<file path="src/rtl/note_lane_queue.sv">
// note_lane_queue: captures legal map-strobed notes into a FIFO and presents them with lane decode, handshake and minimum spacing
module note_lane_queue #(
  parameter int DEPTH  = 8,
  parameter int GAP    = 3,
  parameter int X_BASE = 100,
  parameter int X_STEP = 4,
  parameter int LANES  = 5
) (
  input  logic                     clk,
  input  logic                     reset,
  input  logic                     map,
  input  logic                     data_en,
  input  logic [7:0]               data,
  input  logic                     note_ready,
  output logic                     note_valid,
  output logic [7:0]               note_x,
  output logic [2:0]               note_lane,
  output logic [$clog2(DEPTH):0]   count,
  output logic                     overflow,
  output logic                     bad_data
);
  localparam int AW = $clog2(DEPTH);
  localparam int CW = AW + 1;
  localparam int GW = GAP > 0 ? $clog2(GAP + 1) : 1;
  localparam logic [GW-1:0] GAP_M1 = GAP > 0 ? GW'(GAP - 1) : '0;
  localparam logic [7:0] XB = 8'(X_BASE);
  localparam logic [7:0] XS = 8'(X_STEP);
  localparam logic [7:0] XMAX = 8'(X_BASE + X_STEP * (LANES - 1));
  typedef enum logic [1:0] {IDLE, SHOW, WAIT} state_t;
  state_t state_q, state_d;
  logic [GW-1:0] gap_q, gap_d;
  logic [AW-1:0] wr_q, wr_d, rd_q, rd_d;
  logic [CW-1:0] count_q, count_d;
  logic [7:0] x_q, x_d;
  logic [2:0] lane_q, lane_d;
  logic ovf_q, ovf_d, bad_q, bad_d;
  logic [10:0] mem [DEPTH];
  logic [7:0] off;
  logic push, legal, full, do_push, pop, has;
  assign push = map & data_en;
  assign off = data - XB;
  assign legal = data >= XB && data <= XMAX && (off % XS) == 8'd0;
  assign full = count_q == CW'(DEPTH);
  assign has = count_q != '0;
  assign do_push = push & legal & ~full;
  always_ff @(posedge clk) begin
    if (reset) begin
      state_q <= IDLE;
      gap_q   <= '0;
      wr_q    <= '0;
      rd_q    <= '0;
      count_q <= '0;
      x_q     <= '0;
      lane_q  <= '0;
      ovf_q   <= 1'b0;
      bad_q   <= 1'b0;
    end else begin
      state_q <= state_d;
      gap_q   <= gap_d;
      wr_q    <= wr_d;
      rd_q    <= rd_d;
      count_q <= count_d;
      x_q     <= x_d;
      lane_q  <= lane_d;
      ovf_q   <= ovf_d;
      bad_q   <= bad_d;
    end
  end
  always_ff @(posedge clk)
    if (do_push) mem[wr_q] <= {3'(off / XS), data};
  always_comb begin
    state_d = state_q;
    gap_d = gap_q;
    case (state_q)
      IDLE: state_d = has ? SHOW : IDLE;
      SHOW:
        if (note_ready) begin
          if (GAP == 0) state_d = has ? SHOW : IDLE;
          else begin
            state_d = WAIT;
            gap_d = GAP_M1;
          end
        end
      WAIT: begin
        state_d = gap_q == '0 ? IDLE : WAIT;
        gap_d = gap_q == '0 ? gap_q : gap_q - GW'(1);
      end
      default: state_d = IDLE;
    endcase
  end
  always_comb begin
    pop = has && (state_q == IDLE || (state_q == SHOW && note_ready && GAP == 0));
    wr_d = do_push ? wr_q + AW'(1) : wr_q;
    rd_d = pop ? rd_q + AW'(1) : rd_q;
    count_d = count_q + CW'(do_push) - CW'(pop);
    x_d = pop ? mem[rd_q][7:0] : x_q;
    lane_d = pop ? mem[rd_q][10:8] : lane_q;
    ovf_d = ovf_q | (push & legal & full);
    bad_d = bad_q | (push & ~legal);
  end
  assign note_valid = state_q == SHOW;
  assign note_x = x_q;
  assign note_lane = lane_q;
  assign count = count_q;
  assign overflow = ovf_q;
  assign bad_data = bad_q;
endmodule
</file>
<file path="config.mk">
export PLATFORM = sky130hd
export DESIGN_NAME = note_lane_queue
export DESIGN_NICKNAME = d
export VERILOG_FILES = /design/src/rtl/note_lane_queue.sv
export SDC_FILE = /design/constraint.sdc
export NUM_CORES = 1
export LEC_CHECK = 0
export ABC_AREA = 1
export CAP_MARGIN = 15
export CORE_MARGIN = 4
export CORE_UTILIZATION = 60
export CTS_BUF_LIST = sky130_fd_sc_hd__clkbuf_2
export CTS_CLUSTER_DIAMETER = 150
export DETAILED_ROUTE_END_ITERATION = 8
export PLACE_DENSITY = 0.87
export SLEW_MARGIN = 10
export SYNTH_ARGS = -nofsm -noshare
export SYNTH_HDL_FRONTEND = slang
export SYNTH_SLANG_ARGS = --single-unit
</file>
<file path="constraint.sdc">
create_clock -name clk -period 3.6 [get_ports clk]
set_clock_uncertainty 0.2 [all_clocks]
set_input_delay 0.72 -clock clk [delete_from_list [all_inputs] [get_ports clk]]
set_output_delay 0.72 -clock clk [all_outputs]
set_load 0.005 [all_outputs]
</file>
==> out/qor.txt <==
design area: 5780 um^2
hold slack final: 275 ps
H-tree depth: 4
die area: 9980 um^2
Synth async-reset ratio: 0%
Net Count, Synth: 553
Starting Density: 61.7%
Final setup viols: 0
Resize count post-CTS: 0
post-synthesis sequential area ratio: 62.8%
Iter 0 DRT Violations: 251
Nets: 601
fin. max-slew vios: 0
CP Launch Type: input pin
Tcrit/Tclk final: 77.0%
Yosys top cell area share: 52.2%
FF-to-FF Start: count[2]
max_cap viols: 0
critical-path cell list: clkdlybuf4s50_1 > inv_1 > ha_1 > inv_1 > nand2_1 > nand3_1 > nand4_1 > ha_1 > inv_1 > ha_1 > inv_1 > fa_1 > xor2_1 > nor2_1
clock buffer depth: 2
Hold Vio Cnt, Final: 0
largest vdd supply drop: 0.421 mV
outcome: complete, no violations
Post-synth top cells: 115 x nand2_1, 110 x inv_1, 88 x edfxtp_1, 71 x nand3_1, 37 x nor2_1
WS Path Type: input pin to flop
vias in the first global route: 3882
Worst Path Buf+Inv: 5
most common cell in the netlist: nand2_1
CTS tree: done
RSZ-0062 raised after global routing: false
multi-input logic area: 1340 um^2
post-synthesis register bit count: 115
DRT Pass-1 Iters: 8
CP peak stage delay: 470 ps
Critical Path RT: 3960 ps
number of vias per cell: 5.47
Area growth syn-to-layout: 14.1%
Avg Cell Area, Syn: 9.59 um^2
Total GRT Usage: 24.5%
CP arrival: 3130 ps
min Tclk post-route: 2770 ps
hold endpoint: note_x[7]
crit-path leading delay family: adder cells
CTS buffer count: 17
crit path capture type: flop
FILL cells: 566
setup tns final: 0 ps
PwrDens: 643 nW/um^2
drt drc: 0
grt total ovfl: 0
Hold WC Path Type: flop to flop
I/O pin cnt: 31
first-pass GRT wire length: 18400 um
YS warnings: 0
Max Clock Freq: 361 MHz
die width: 99.9 um
Routed WL per cell: 16.3 um
Slew HR: 59.5%
clk sinks: 115
min-delay src: note_x[7]
maximum net fanout on the critical path: 9
clk_lat worst skew: 650 ps
# port buffers: 30
EDFF count, synth: 88
library cells used by synthesis: 23
FP Rows: 33
hold-fix buffers at CTS: 0
Critical-path top delay cell: clkdlybuf4s50_1
GPL Wtd Cong: 0.828
top cell type by total area after synthesis: edfxtp_1
Post-DP HPWL: 7290 um
Post-Syn Instances: 528
total core area: 8220 um^2
initial antenna violation count: 0
Die Span Y: 99.9 um
actual slew at the worst max-slew pin: 607 ps
r2r setup slk: 1020 ps
Post-CTS Setup Inserts: 0
Worst Hold Depth: 2
largest net degree at the start of global routing: 35
n_diodes: 0
layout cell share with drive strength beyond 1: 9.34%
Post-DP Area: 5530 um^2
Post-Route WL: 11300 um
via count: 3798
CTS root buf: clkbuf_2
top post-synthesis cells by area: edfxtp_1 52%, dfxtp_1 11%, nand2_1 8.5%, inv_1 8.2%, nand3_1 7.0%
Clock transition at path regs: 170 ps
Sequential cell area: 3180 um^2
ys flop type: edfxtp_1
Crit path top cell by count: inv_1
Reg2Reg Depth: 12
static leakage: 2.50 nW
Routed Antenna Nets: 0
RR Endpoint: count[2]
mapped cell area: 5070 um^2
-- through the flow --
step	worst slack [ps]	instances	total power, mW	util [%]
2_1_floorplan	733	528	2.45	-
3_3_place_gp	256	662	2.78	67.3
3_5_place_dp	180	662	2.86	67.3
4_1_cts	863	694	3.72	70.4
5_1_grt	665	694	3.95	70.4
6_report	829	694	3.72	70.4
-- metal layers --
metal / up-vias / share of wire, % / track usage [%]
met5: - / 0 / 0
met4: 0 / 3.2 / 10.2
li1: 1781 / - / -
met3: 35 / 7.4 / 6.74
met2: 171 / 53 / 43.6
met1: 1811 / 36 / 27.6
-- worst max path at each step --
stage | start | to | slack (ps) | depth (start not counted)
3_5_place_dp | data[2] | count[2] | 180 | 14
3_3_place_gp | data[2] | count[2] | 260 | 14
2_1_floorplan | data[2] | mem[0][0] | 730 | 8
5_1_grt | data[2] | count[2] | 660 | 14
4_1_cts | data[2] | count[2] | 860 | 14
6_report | data[2] | count[2] | 830 | 14
-- placed cells by master (no fill, tap or decap), drive strengths merged --
| cell | n |
|---|---|
| clkinvlp | 4 |
| ha | 11 |
| nor2 | 37 |
| edfxtp | 88 |
| xor2 | 2 |
| dfxtp | 27 |
| nand2 | 115 |
| nand4 | 1 |
| nand3b | 1 |
| nand3 | 73 |
| inv | 111 |
| nor3 | 9 |
| and2 | 1 |
| clkinv | 8 |
| o21ai | 7 |
| clkdlybuf4s50 | 30 |
| bufinv | 3 |
| clkbuf | 18 |
| a211oi | 2 |
| a21oi | 20 |
| buf | 20 |
| fa | 1 |
-- layout make-up --
cell class / instances / area share (%)
Clock buffer: 18 / 1.56
Timing Repair Buffer: 50 / 7.79
Inverter: 112 / 7.27
Sequential cell: 115 / 55.1
Tap cell: 105 / 2.27
Multi-Input combinational cell: 280 / 23.2
Clock inverter: 14 / 2.83
-- registers in the layout, summed over array words and instances, names as in the netlist --
register,count
bad_data,1
count,4
gap_q,2
mem,88
note_lane,3
note_x,8
overflow,1
rd_q,3
state_q,2
wr_q,3
-- power breakdown --
group          switching, mW  total, mW  internal (mW)
Combinational          0.734       1.21          0.475
Sequential             0.100       1.63           1.53
Clock                  0.493      0.877          0.384
-- cell families after synthesis --
| kind of cell | Yosys count | synth area share (%) |
|---|---|---|
| buffers and inverters | 133 | 10.8 |
| adder cells (fa/ha/maj) | 12 | 3.11 |
| flip-flops | 115 | 62.8 |
| AND/OR/NAND/NOR | 237 | 20.0 |
| XOR/XNOR | 2 | 0.346 |
| AO/OA/AOI/OAI | 29 | 2.96 |
-- tightest hold or removal path, delay by kind of cell, from the launching register on --
kind            cells  cell delay, ps
flops               1             340
simple gates        1              60
compound gates      1              50
No activity file was read; power rests on OpenSTA's default activity.
